File: src/rtl/wb_trace_buffer_pkg.sv
// ============================================================================
// wb_trace_buffer_pkg : trace entry field widths, offsets and packing helper
// Revision 1.0
// ============================================================================
`default_nettype none

package wb_trace_buffer_pkg;

  localparam int TRACE_PC_W    = 32;
  localparam int TRACE_DEST_W  = 5;
  localparam int TRACE_DATA_W  = 32;
  localparam int TRACE_ENTRY_W = TRACE_PC_W + 1 + TRACE_DEST_W + TRACE_DATA_W;

  localparam int TRACE_DATA_LSB = 0;
  localparam int TRACE_DEST_LSB = TRACE_DATA_LSB + TRACE_DATA_W;
  localparam int TRACE_WEN_BIT  = TRACE_DEST_LSB + TRACE_DEST_W;
  localparam int TRACE_PC_LSB   = TRACE_WEN_BIT + 1;

  // Field order here defines the packed layout: pc in the MSBs, wdata in the LSBs.
  typedef struct packed {
    logic [TRACE_PC_W-1:0]   pc;
    logic                    wen;
    logic [TRACE_DEST_W-1:0] wdest;
    logic [TRACE_DATA_W-1:0] wdata;
  } trace_entry_t;

  function automatic logic [TRACE_ENTRY_W-1:0] pack_entry(
    input logic [TRACE_PC_W-1:0]   pc,
    input logic                    wen,
    input logic [TRACE_DEST_W-1:0] wdest,
    input logic [TRACE_DATA_W-1:0] wdata
  );
    trace_entry_t e;
    e.pc    = pc;
    e.wen   = wen;
    e.wdest = wdest;
    e.wdata = wdata;
    return e;
  endfunction

endpackage

`default_nettype wire

File: src/rtl/wb_trace_buffer_fifo.sv
// ============================================================================
// trace_fifo : circular storage, pointers and occupancy for the trace buffer
// Revision 1.0
// ============================================================================
`default_nettype none

module trace_fifo #(
  parameter int WIDTH = 70,
  parameter int DEPTH = 8
) (
  input  logic                     clk,
  input  logic                     reset,
  input  logic                     clear,
  input  logic                     push_req,
  input  logic [WIDTH-1:0]         wr_data,
  input  logic                     rd_ready,
  output logic                     rd_valid,
  output logic [WIDTH-1:0]         rd_data,
  output logic [$clog2(DEPTH):0]   level,
  output logic                     push_ok
);

  localparam int AW = $clog2(DEPTH);
  localparam logic [AW:0] C_FULL = (AW+1)'(DEPTH);

  logic [AW-1:0] wr_ptr_q, wr_ptr_d;
  logic [AW-1:0] rd_ptr_q, rd_ptr_d;
  logic [AW:0]   level_q, level_d;
  logic [WIDTH-1:0] mem_q [DEPTH];

  logic pop;
  logic push;

  assign rd_valid = (level_q != '0);
  assign rd_data  = mem_q[rd_ptr_q];
  assign level    = level_q;
  assign pop      = rd_valid && rd_ready && !clear;
  // A pop in the same cycle frees the slot, so a full FIFO still accepts.
  assign push     = push_req && !clear && ((level_q != C_FULL) || pop);
  assign push_ok  = push;

  always_comb begin
    wr_ptr_d = wr_ptr_q;
    rd_ptr_d = rd_ptr_q;
    level_d  = level_q;
    if (clear) begin
      wr_ptr_d = '0;
      rd_ptr_d = '0;
      level_d  = '0;
    end else begin
      if (push) wr_ptr_d = wr_ptr_q + 1'b1;
      if (pop)  rd_ptr_d = rd_ptr_q + 1'b1;
      case ({push, pop})
        2'b10:   level_d = level_q + 1'b1;
        2'b01:   level_d = level_q - 1'b1;
        default: level_d = level_q;
      endcase
    end
  end

  always_ff @(posedge clk or posedge reset) begin
    if (reset) begin
      wr_ptr_q <= '0;
      rd_ptr_q <= '0;
      level_q  <= '0;
    end else begin
      wr_ptr_q <= wr_ptr_d;
      rd_ptr_q <= rd_ptr_d;
      level_q  <= level_d;
    end
  end

  // Storage is intentionally not reset; rd_data is only meaningful when rd_valid.
  always_ff @(posedge clk) begin
    if (push) mem_q[wr_ptr_q] <= wr_data;
  end

endmodule

`default_nettype wire

File: src/rtl/wb_trace_buffer.sv
// ============================================================================
// wb_trace_buffer : captures WB-stage retirements into a trace FIFO with drop stats
// Revision 1.0
// ============================================================================
`default_nettype none

module wb_trace_buffer
  import wb_trace_buffer_pkg::*;
#(
  parameter int DEPTH = 8,
  parameter int CNT_W = 16
) (
  input  logic                       clk,
  input  logic                       reset,
  input  logic                       retire_valid,
  input  logic [TRACE_PC_W-1:0]      retire_pc,
  input  logic                       retire_wen,
  input  logic [TRACE_DEST_W-1:0]    retire_wdest,
  input  logic [TRACE_DATA_W-1:0]    retire_wdata,
  input  logic                       capture_en,
  input  logic                       clear,
  output logic                       trace_valid,
  input  logic                       trace_ready,
  output logic [TRACE_ENTRY_W-1:0]   trace_data,
  output logic [$clog2(DEPTH):0]     level,
  output logic [CNT_W-1:0]           drop_cnt,
  output logic                       overflow
);

  logic                     push_req;
  logic                     push_ok;
  logic                     drop;
  logic [TRACE_ENTRY_W-1:0] entry;
  logic [CNT_W-1:0]         drop_cnt_q, drop_cnt_d;
  logic                     overflow_q, overflow_d;

  assign push_req = retire_valid && capture_en && !clear;
  assign drop     = push_req && !push_ok;
  assign entry    = pack_entry(retire_pc, retire_wen, retire_wdest, retire_wdata);

  trace_fifo #(
    .WIDTH (TRACE_ENTRY_W),
    .DEPTH (DEPTH)
  ) u_fifo (
    .clk      (clk),
    .reset    (reset),
    .clear    (clear),
    .push_req (push_req),
    .wr_data  (entry),
    .rd_ready (trace_ready),
    .rd_valid (trace_valid),
    .rd_data  (trace_data),
    .level    (level),
    .push_ok  (push_ok)
  );

  always_comb begin
    drop_cnt_d = drop_cnt_q;
    overflow_d = overflow_q;
    if (clear) begin
      drop_cnt_d = '0;
      overflow_d = 1'b0;
    end else if (drop) begin
      overflow_d = 1'b1;
      if (drop_cnt_q != '1) drop_cnt_d = drop_cnt_q + 1'b1;
    end
  end

  always_ff @(posedge clk or posedge reset) begin
    if (reset) begin
      drop_cnt_q <= '0;
      overflow_q <= 1'b0;
    end else begin
      drop_cnt_q <= drop_cnt_d;
      overflow_q <= overflow_d;
    end
  end

  assign drop_cnt = drop_cnt_q;
  assign overflow = overflow_q;

endmodule

`default_nettype wire
File: config.mk
export PLATFORM = sky130hd
export DESIGN_NAME = wb_trace_buffer
export DESIGN_NICKNAME = d
export VERILOG_FILES = /design/src/rtl/wb_trace_buffer_pkg.sv /design/src/rtl/wb_trace_buffer_fifo.sv /design/src/rtl/wb_trace_buffer.sv
export SDC_FILE = /design/constraint.sdc
export NUM_CORES = 1
export LEC_CHECK = 0
export CORE_ASPECT_RATIO = 0.7
export CORE_MARGIN = 10
export CORE_UTILIZATION = 58
export DETAILED_ROUTE_END_ITERATION = 8
export PLACE_DENSITY = 0.9
export SYNTH_ARGS = -nofsm -noshare
export SYNTH_HDL_FRONTEND = slang
export SYNTH_SLANG_ARGS = --single-unit
File: constraint.sdc
create_clock -name clk -period 9.48 [get_ports clk]
set_input_delay 1.422 -clock clk [delete_from_list [all_inputs] [get_ports clk]]
set_output_delay 1.422 -clock clk [all_outputs]
set_load 0.1 [all_outputs]
# Word level (Yosys, flattened, before mapping)
# Memories as Yosys holds them, arrays and structs flattened.
# Cells that the tools add are included.
totals:
  in_bits: 76
  out_inout_bits: 92
  ram_bits: 560
  wordCells: 45
  memories: 1
  ff_bits: 27
op_classes:
  reduce_logical: 17
  muxes: 13
  n_eq_ne: 4
  n_addsub: 5
mem_list:
  columns: ["name", "words", "width", "rd", "rd_ports_with_merged_regs", "wr", "line", "rtl"]
  rows:
  - ["u_fifo.mem_q", 8, 70, 1, 0, 1, "wb_trace_buffer_fifo.sv:29", "logic [WIDTH-1:0] mem_q [DEPTH];"]
ops:
  columns: ["op", "n"]
  rows:
  - ["16-bit 2-to-1 mux", 3]
  - ["16-bit by 1-bit adder with 16-bit output (second input constant)", 1]
  - ["16-bit != test (second input constant)", 1]
  - ["3-bit 2-to-1 mux", 4]
  - ["4-bit case mux with 2 select lines", 1]
  - ["2-bit nonzero test", 4]
  - ["1-bit logical AND", 7]
  - ["3-bit by 1-bit adder with 3-bit output (second input constant)", 2]
  - ["4-bit by 1-bit adder with 4-bit output (second input constant)", 1]
  - ["1-bit 2-to-1 mux", 4]
  - ["4-bit 2-to-1 mux", 1]
  - ["4-bit != test (second input constant)", 1]
  - ["4-bit nonzero test", 1]
  - ["4-bit by 1-bit subtractor with 4-bit output (second input constant)", 1]
  - ["3-bit nonzero test", 1]
  - ["2-bit by 1-bit equality test with 1-bit output (second input constant)", 1]
  - ["2-bit equality test (second input constant)", 1]
  - ["1-bit logical NOT", 2]
  - ["2-bit AND reduction", 1]
  - ["1-bit logical OR", 1]

# Logic depth before layout (Yosys ltp)
# Gate-level depths: netlist of the first run.
logic_depth:
  word_depth: 9
  ltp_mapped: 9
  depth_no_buf: 8

# Modules after synthesis
# From an unflattened synthesis of the first run, not the netlist that was laid out.
unflattened:
  hier_cells: 992
  area_unflattened_um2: 22745.6
modules_own_cells:
  columns: ["module", "seq_area_each_um2", "area_each_um2", "instances", "cells_each"]
  rows:
  - ["trace_fifo", 17066.4, 21670.8, 1, 885]
  - ["wb_trace_buffer", 425.4, 1074.8, 1, 107]

# Worst setup path after synthesis of the first run
# No wires, ideal clock.
synth_path:
  kind: "input to register"
  from: "in retire_valid"
  to: "mem u_fifo.mem_q[1][0], enable pin"
  setup_ps: 584
  required_ps: 8896
  path_buffers: 0
  slack_ps: 1926
  arrival_ps: 6970
  stages: 4
  cell_sequence: "and2_1 o21ai_1 or3b_2 nor3_1"
synth_between:
  elab_chain_len: 6
synth_lines:
  columns: ["element", "line", "rtl"]
  rows:
  - ["start: declaration", "wb_trace_buffer.sv:15", "input logic retire_valid,"]
  - ["1-bit logical AND (2 in a row)", "wb_trace_buffer.sv:37", "assign push_req = retire_valid && capture_en && !clear;"]
  - ["1-bit logical AND (2 in a row)", "wb_trace_buffer_fifo.sv:39", "assign push = push_req && !clear && ((level_q != C_FULL) || pop);"]
  - ["1-bit 2-to-1 mux", "wb_trace_buffer_fifo.sv:75", "if (push) mem_q[wr_ptr_q] <= wr_data;"]
  - ["1-bit 2-to-1 mux (implied by the code)", "wb_trace_buffer_fifo.sv:75", null]
  - ["end: declaration", "wb_trace_buffer_fifo.sv:29", null]
# Every way passes these cells.

# Worst setup path in the final report of the first run
layout_path:
  from: "reg u_fifo.rd_ptr_q[1]"
  to: "out trace_data[51]"
layout_between:
  elab_chain_len: 1
layout_lines:
  columns: ["element", "line", "rtl"]
  rows:
  - ["start: declaration", "wb_trace_buffer_fifo.sv:27", "logic [AW-1:0] rd_ptr_q, rd_ptr_d;"]
  - ["start signal: assignment", "wb_trace_buffer_fifo.sv:68", "rd_ptr_q <= rd_ptr_d;"]
  - ["memory 8 x 70 bit", null, null]
  - ["end: declaration", "wb_trace_buffer.sv:24", "output logic [TRACE_ENTRY_W-1:0] trace_data,"]
# Every way passes these cells.

==> flow_metrics.py, run 1 <==
metrics = {
    "critical_path": {
        "critPathBufInv": 2,
        "end_kind": "output port",
        "timing.critical_path.cells": "buf_4 > mux4_2 > mux2_2 > clkdlybuf4s50_1",
        "start_kind": "flip-flop",
        "cp.required_ns": 8.06,
        "crit_fanout": 73,
        "crit_family": "buffers and inverters",
        "worstSetupPathType": "reg2out",
        "cp_slowest_cell": "dfrtp_4",
        "cp.arrival_ns": 4.40,
        "slowest_delay_ns": 1.09,
    },
    "final_layout": {
        "nFillCells": 2286,
        "multi_input_area_um2": 4990,
        "drive_gt1_frac": 0.262,
        "final_nets": 1270,
        "synthToLayoutAreaGrowth_pct": 17.5,
        "regArea_um2": 17500,
    },
    "timing": {
        "slew_headroom": 0.263,
        "finalSetupViolCount": 0,
        "worst_slew_pin_slew_ns": 1.11,
        "fmax_ghz": 0.172,
        "layout_setup_ws_ns": 3.66,
        "timing.final.crit_share": 0.614,
        "setup_tns_ns": 0,
        "rsz0062_at_grt": "false",
        "hold_viol": 0,
        "finalCriticalPeriod_ns": 5.82,
        "final_max_slew_viol_count": 0,
        "skew_ns": 0.0110,
    },
    "routing": {
        "wl_per_cell_um": 26.7,
        "vias": 10900,
        "postRouteAntennaNets": 0,
        "vias_per_cell": 6.17,
        "drc": 0,
        "drt_wl_total_mm": 47.0,
        "drt_iter0_drc": 881,
        "drtPass1Iterations": 5,
    },
    "floorplan": {
        "core-area_um2": 38500,
        "die_h_um": 185,
        "die-area_um2": 47500,
        "start_util": 0.588,
        "die_w_um": 256,
        "ios": 168,
        "core.rowCount": 60,
    },
    "cts": {
        "post_cts_resized": 0,
        "ctsHoldBuffers": 0,
        "insertion_delay_ns": 0.57,
        "cts_buffer_depth": 3,
        "postCtsSetupBuffers": 0,
        "cts_tree": "built",
        "clock-sinks": 587,
        "cts_root_buf": "clkbuf_16",
        "cts_buffers": 52,
        "clkTransAtPathRegs_ns": 0.07,
        "cts_max_level": 2,
    },
    "synthesis": {
        "netlist_area_um2": 22600,
        "yosys.area.top_type_share": 0.743,
        "yosysTopAreaCell": "edfxtp_1",
        "async_flop_share": 0.0460,
        "ys_ff_latch": 587,
        "seq_area_frac_synth": 0.773,
        "ys.flop_type": "edfxtp_1",
        "syn_nets": 1074,
        "synth_commonest_cells": "edfxtp_1, mux4_2, mux2_2",
        "synthDistinctLibCells": 52,
        "yosys_warnings": 0,
        "synth_area_leaders": "edfxtp_1, mux4_2, mux2_2",
        "yosysMostFrequentCell": "edfxtp_1",
        "synthCells": 992,
        "synth_edf_count": 560,
        "syn_avg_cell_area_um2": 22.8,
    },
    "global_routing": {
        "overflow": 0,
        "antenna_found_initial": 4,
        "grt_start_max_net_pins": 74,
        "grt_pass1_vias": 11500,
        "track_usage": 0.198,
        "grt_pass1_wl_mm": 71.3,
    },
    "pwr": {
        "powerDensity_nw_per_um2": 260,
        "ir_worst_vdd_uv": 313,
        "cellLeakagePower_nw": 8.27,
    },
    "placement": {
        "post-place-ws_ns": 4.20,
        "port_buffers": 167,
        "dpl.hpwl_mm": 25.7,
        "gp_congestion": 0.788,
    },
    "min_path": {
        "hold_class": "reg2reg",
    },
    "run": {
        "maxCapViolCount": 0,
    },
    "outcome": {
        "status": "complete, no violations",
    },
}
==> worst reg2reg max path, delay by kind of cell (launching register included) <==
kind / cells / cell delay [ns]
flip-flops: 1 / 0.54
buffers and inverters: 1 / 0.79
AO/OA/AOI/OAI: 1 / 0.18
AND/OR/NAND/NOR: 3 / 1.73
==> state kept, by name (all words and copies together) (netlist names) <==
| register | flops |
|---|---|
| u_fifo.rd_ptr_q | 3 |
| overflow | 1 |
| drop_cnt | 16 |
| u_fifo.mem_q | 560 |
| u_fifo.level | 4 |
| u_fifo.wr_ptr_q | 3 |
==> worst paths after layout <==
check,start,to,slack [ns],cells after the start
min in group asynchronous,reset,drop_cnt[0]$_DFFE_PP0P_,1.45,2
max in group asynchronous,reset,u_fifo.rd_ptr_q[0]$_DFFE_PP0P_,7.26,2
worst max-delay path,u_fifo.rd_ptr_q[1]$_DFFE_PP0P_,trace_data[51],3.66,4
worst max register to register,u_fifo.level[0]$_DFFE_PP0P_,u_fifo.mem_q[3][38]$_DFFE_PP_,5.85,5
worst min-delay path,overflow$_DFFE_PP0P_,overflow$_DFFE_PP0P_,0.55,2
worst min register to register,overflow$_DFFE_PP0P_,overflow$_DFFE_PP0P_,0.55,2
==> stage by stage <==
step	hold slack, ns	instances	area, um^2	utilization	power [mW]
2_1_floorplan	0.539	992	22600	-	4.57
3_3_place_gp	0.520	1661	25000	0.649	4.98
3_5_place_dp	0.535	1661	25000	0.649	5.00
4_1_cts	0.547	1758	26600	0.691	6.99
5_1_grt	0.587	1759	26600	0.691	7.15
6_report	0.546	1760	26600	0.691	6.92
==> area by class of cell <==
cell class,instances,area share
diodes,2,0.000188
clock buffers,65,0.0523
clock inverters,32,0.00785
inverters,5,0.000705
multi-input cells,356,0.188
flip-flops and latches,587,0.658
well taps,527,0.0248
repair buffers,186,0.0687
==> per-layer routing <==
metal	vias to the layer above	global-route usage	share of wire
met3	83	0.0446	0.074
met2	442	0.336	0.51
met1	5724	0.256	0.39
met5	-	0	0.00028
li1	4610	-	-
met4	2	0.0575	0.023
==> logic make-up after synthesis <==
family,share of synthesized area
compound gates,0.00995
xor+xnor,0.00193
fa+ha+maj,0.00365
buf+inv,0.00906
flops,0.773
mux,0.178
simple gates,0.0242
==> report_power, final <==
part           switching, mW  internal (mW)
combinational           1.29          0.687
sequential            0.0930           2.87
clock                  0.889           1.09
total                   2.27           4.65
==> layout by cell type (no fill, tap or decap), types with 3 or more instances in the layout <==
cell type          n
nor3_1             7
mux2_2            75
dfrtp_1           24
clkinv_2           9
nor2b_1            5
nor2_1            15
a21oi_1           12
or4_1              5
dfrtp_4            3
o31ai_1            3
nand3_1            6
clkdlybuf4s50_1  167
clkinvlp_4         3
ha_1               5
mux4_2           140
nor2_4             6
xor2_1             4
clkbuf_1          11
and4_1             6
nand2b_1           4
clkbuf_16         54
or3_1              3
inv_1              5
clkinv_1          16
nand2_1           10
buf_4             18
and3_1             4
edfxtp_1         560
nand4_1            8
Power figures use the tool's default switching activity.
==> run 2, diff against run 1 <==
Clock period 9.48 ns to 5.6 ns, I/O delays scaled along.
==> flow_metrics.py, run 2 (synthesis results as in run 1) <==
metrics = {
    "outcome": {
        "status": "complete, no violations",
    },
    "critical_path": {
        "timing.critical_path.cells": "buf_12 > mux4_2 > mux2_2 > clkdlybuf4s50_1",
        "start_kind": "flip-flop",
        "cp.arrival_ns": 3.72,
        "cp_slowest_cell": "clkdlybuf4s50_1",
        "cp.required_ns": 4.76,
        "critPathBufInv": 2,
        "crit_family": "buffers and inverters",
        "crit_fanout": 43,
        "end_kind": "output port",
        "slowest_delay_ns": 1.00,
        "worstSetupPathType": "reg2out",
    },
    "timing": {
        "worst_slew_pin_slew_ns": 1.08,
        "fmax_ghz": 0.219,
        "final_max_slew_viol_count": 0,
        "finalSetupViolCount": 0,
        "timing.final.crit_share": 0.815,
        "slew_headroom": 0.276,
        "hold_viol": 0,
        "skew_ns": 0.00992,
        "setup_tns_ns": 0,
        "finalCriticalPeriod_ns": 4.56,
        "rsz0062_at_grt": "false",
        "layout_setup_ws_ns": 1.04,
    },
    "final_layout": {
        "largest_register": "u_fifo.mem_q",
        "layoutNonFillerInstCount": 1757,
        "largest_reg_flops": 560,
        "final_common_cell": "edfxtp_1",
        "final_nets": 1270,
        "synthToLayoutAreaGrowth_pct": 18.5,
        "drive_gt1_frac": 0.263,
        "final_cell_mix": "edfxtp_1, clkdlybuf4s50_1, mux4_2",
    },
    "floorplan": {
        "core-area_um2": 38500,
        "ios": 168,
        "die_h_um": 185,
        "die_w_um": 256,
        "core.rowCount": 60,
        "die-area_um2": 47500,
        "start_util": 0.588,
    },
    "routing": {
        "drtPass1Iterations": 5,
        "postRouteAntennaNets": 0,
        "vias_per_cell": 6.17,
        "drt_iter0_drc": 855,
        "wl_per_cell_um": 26.4,
        "drc": 0,
        "vias": 10800,
        "drt_wl_total_mm": 46.3,
    },
    "cts": {
        "cts_buffer_depth": 3,
        "insertion_delay_ns": 0.56,
        "cts_root_buf": "clkbuf_16",
        "cts_buffers": 52,
        "clock-sinks": 587,
        "postCtsSetupBuffers": 0,
        "post_cts_resized": 0,
        "clkTransAtPathRegs_ns": 0.07,
        "cts_max_level": 2,
        "cts_tree": "built",
        "ctsHoldBuffers": 0,
    },
    "pwr": {
        "p_int_mw": 8.09,
        "ir_worst_vdd_uv": 483,
        "combPwrFrac": 0.284,
        "pwr-share-seq": 0.419,
        "switching_power_mw": 3.83,
        "p_sw_frac": 0.321,
        "cellLeakagePower_nw": 8.33,
        "powerDensity_nw_per_um2": 445,
        "clock_power_share": 0.297,
        "power_mw": 11.9,
    },
    "global_routing": {
        "antenna_found_initial": 3,
        "overflow": 0,
        "grt_pass1_wl_mm": 71.2,
        "grt_pass1_vias": 11500,
        "track_usage": 0.197,
        "grt_start_max_net_pins": 71,
    },
    "run": {
        "maxCapViolCount": 0,
    },
    "placement": {
        "port_buffers": 167,
        "dpl.hpwl_mm": 25.4,
        "dp_cells": 1661,
        "gp_congestion": 0.846,
        "post-place-ws_ns": 1.61,
    },
    "min_path": {
        "hold_class": "reg2reg",
    },
}
[run 2: cell count changes in the layout (fill, tap and decap cells not counted), moves of 2 or more]
cell and change:
buf_4 -9, buf_12 +9, nor3_4 +2, bufinv_16 +5, clkbuf_1 -3, clkinv_2 -2, nor3_2 -2
[run 2: worst paths after layout]
| kind | startpoint | endpoint | slack [ns] | cells after the start |
|---|---|---|---|---|
| min reg2reg | overflow$_DFFE_PP0P_ | overflow$_DFFE_PP0P_ | 0.52 | 2 |
| max in group asynchronous | reset | u_fifo.rd_ptr_q[2]$_DFFE_PP0P_ | 3.98 | 2 |
| max | u_fifo.rd_ptr_q[0]$_DFFE_PP0P_ | trace_data[57] | 1.04 | 4 |
| min | overflow$_DFFE_PP0P_ | overflow$_DFFE_PP0P_ | 0.52 | 2 |
| max reg2reg | u_fifo.level[1]$_DFFE_PP0P_ | u_fifo.mem_q[7][45]$_DFFE_PP_ | 2.45 | 5 |
| min in group asynchronous | reset | drop_cnt[11]$_DFFE_PP0P_ | 0.84 | 2 |
[run 2: area by class of cell]
type	instances	area, um^2
Clock inverter	33	329
Multi-Input combinational cell	356	5010
Tap cell	527	659
Antenna cell	2	5.00
Clock buffer	61	1360
Sequential cell	587	17500
Inverter	5	18.8
Fill cell	2239	11700
Timing Repair Buffer	186	1940
[run 2: layer usage]
layer,share of wire,vias up,track usage
met5,0.00028,-,0
met2,0.49,425,0.324
met4,0.021,2,0.0556
li1,-,4599,-
met1,0.41,5741,0.269
met3,0.071,73,0.0394
[run 2: power groups by stage]
stage / Clock [mW] / Sequential [mW] / Combinational [mW]
after floorplan: 0 / 5.07 / 2.66
after global placement: 0 / 5.08 / 3.37
after detailed placement: 0 / 5.09 / 3.41
after CTS: 3.62 / 5.00 / 3.43
after global routing: 3.80 / 5.01 / 3.53
final: 3.54 / 4.99 / 3.39
[run 2: stage by stage]
stage                     hold slack, ns  area [um^2]   util
after floorplan                    0.539        22600      -
after global placement             0.511        25100  0.652
after detailed placement           0.514        25100  0.652
after CTS                          0.529        26800  0.696
after global routing               0.585        26800  0.696
final                              0.522        26800  0.696
[run 2: tightest hold or removal path: stages, from the launching register on]
cell	delay, ns
dfrtp_1	0.36
nor2_1	0.05
nor2_1	0.07
==> run 3, diff against run 2 <==
Settings changed: CORE_UTILIZATION 58 to 53, PLACE_DENSITY 0.9 to 0.87.
Clock period 5.6 ns to 4 ns, I/O delays scaled along.
==> flow_metrics.py, run 3 (synthesis results as in run 1) <==
metrics = {
    "routing": {
        "drt_wl_total_mm": 48.1,
        "vias": 10800,
        "drc": 0,
        "vias_per_cell": 6.02,
        "drtPass1Iterations": 5,
        "postRouteAntennaNets": 0,
        "drt_iter0_drc": 1058,
        "wl_per_cell_um": 26.7,
    },
    "pwr": {
        "p_sw_frac": 0.328,
        "pwr-share-seq": 0.418,
        "clock_power_share": 0.292,
        "p_int_mw": 11.1,
        "combPwrFrac": 0.289,
        "power_mw": 16.6,
        "switching_power_mw": 5.44,
        "cellLeakagePower_nw": 8.50,
        "powerDensity_nw_per_um2": 615,
        "ir_worst_vdd_uv": 570,
    },
    "cts": {
        "clock-sinks": 587,
        "clkTransAtPathRegs_ns": 0.06,
        "cts_max_level": 2,
        "cts_buffers": 52,
        "cts_buffer_depth": 3,
        "cts_root_buf": "clkbuf_16",
        "ctsHoldBuffers": 0,
        "post_cts_resized": 0,
        "insertion_delay_ns": 0.59,
        "cts_tree": "built",
        "postCtsSetupBuffers": 0,
    },
    "timing": {
        "rsz0062_at_grt": "false",
        "hold_viol": 0,
        "final_max_slew_viol_count": 0,
        "finalCriticalPeriod_ns": 3.38,
        "slew_headroom": 0.293,
        "skew_ns": 0.0129,
        "timing.final.crit_share": 0.844,
        "finalSetupViolCount": 0,
        "worst_slew_pin_slew_ns": 1.06,
        "fmax_ghz": 0.296,
        "setup_tns_ns": 0,
    },
    "critical_path": {
        "cp.required_ns": 3.40,
        "critPathBufInv": 1,
        "cp.arrival_ns": 2.78,
        "worstSetupPathType": "reg2out",
        "cp_slowest_cell": "clkdlybuf4s50_1",
        "crit_family": "buffers and inverters",
        "end_kind": "output port",
        "timing.critical_path.cells": "or4_1 > clkdlybuf4s50_1",
        "slowest_delay_ns": 1.03,
        "start_kind": "flip-flop",
        "crit_fanout": 8,
    },
    "floorplan": {
        "die_h_um": 193,
        "start_util": 0.536,
        "core-area_um2": 42300,
        "ios": 168,
        "die_w_um": 267,
        "die-area_um2": 51500,
        "core.rowCount": 63,
    },
    "outcome": {
        "status": "complete, no violations",
    },
    "global_routing": {
        "busiest_layer": "met2",
        "met1_usage": 0.250,
        "antenna_found_initial": 5,
        "track_usage": 0.188,
        "overflow": 0,
        "grt.met2_usage": 0.312,
        "grt_pass1_wl_mm": 72.5,
        "grt_pass1_vias": 11400,
        "grt_use_met3": 0.0426,
        "grt_start_max_net_pins": 71,
    },
    "placement": {
        "placed_area_um2": 25300,
        "port_buffers": 167,
        "dpl.hpwl_mm": 28.5,
        "gp_congestion": 0.812,
    },
    "final_layout": {
        "nFillCells": 2720,
        "final_cell_mix": "edfxtp_1, mux4_2, clkdlybuf4s50_1",
        "largest_reg_flops": 560,
        "largest_register": "u_fifo.mem_q",
        "stdcell_area_um2": 26900,
        "synthToLayoutAreaGrowth_pct": 19.0,
        "drive_gt1_frac": 0.331,
        "final_common_cell": "edfxtp_1",
        "final_nets": 1287,
    },
    "run": {
        "maxCapViolCount": 0,
    },
    "min_path": {
        "hold_class": "reg2reg",
    },
}
-- run 3: stage by stage --
step / setup WS (ns) / std cells / hold slack (ns) / util
final: 0.623 / 1801 / 0.560 / 0.638
after global placement: 0.724 / 1703 / 0.509 / 0.599
after floorplan: -0.00339 / 992 / 0.539 / -
after global routing: 0.502 / 1800 / 0.595 / 0.638
after CTS: 0.568 / 1798 / 0.556 / 0.638
after detailed placement: 0.654 / 1703 / 0.541 / 0.599
-- run 3: power groups by stage --
stage / registers [mW] / logic (mW) / clock network [mW]
finish: 6.94 / 4.80 / 4.85
global route: 6.95 / 5.03 / 5.18
floorplan: 7.10 / 3.72 / 0
detailed placement: 7.07 / 4.85 / 0
CTS: 6.94 / 4.88 / 4.95
global placement: 7.06 / 4.81 / 0
-- run 3: cell type report --
cell class | count | area [um^2] | share of cell area
multi-input combinational | 356 | 5010 | 0.186
inverter | 5 | 18.8 | 0.000697
sequential | 587 | 17500 | 0.650
timing repair buffer | 203 | 2070 | 0.0767
clock buffer | 70 | 1410 | 0.0524
clock inverter | 25 | 236 | 0.00878
tap | 552 | 691 | 0.0256
antenna | 3 | 7.51 | 0.000279
-- run 3: worst reg2reg max path, stage by stage, from the launching register on --
cell	delay [ns]
dfrtp_2	0.48
or4_1	0.68
nand2_1	0.20
nor3_1	0.11
ha_1	0.35
nand3_1	0.17
a211o_1	0.32
a32oi_1	0.19
a21oi_1	0.09
-- run 3: path summary, 6_finish.rpt --
check / start / endpoint / slack (ns) / depth (start not counted)
setup / recovery: u_fifo.level[1]$_DFFE_PP0P_ / trace_valid / 0.62 / 2
max in group asynchronous: reset / u_fifo.rd_ptr_q[1]$_DFFE_PP0P_ / 2.64 / 2
hold reg to reg: overflow$_DFFE_PP0P_ / overflow$_DFFE_PP0P_ / 0.56 / 2
min in group asynchronous: reset / drop_cnt[8]$_DFFE_PP0P_ / 0.58 / 2
hold / removal: overflow$_DFFE_PP0P_ / overflow$_DFFE_PP0P_ / 0.56 / 2
setup reg to reg: u_fifo.level[1]$_DFFE_PP0P_ / u_fifo.level[3]$_DFFE_PP0P_ / 1.29 / 8
-- run 3: layer usage --
metal  wire [um]  share of wire
met5          26        0.00054
met3        3320          0.069
met1       19400           0.40
met2       24400           0.51
met4         974          0.020
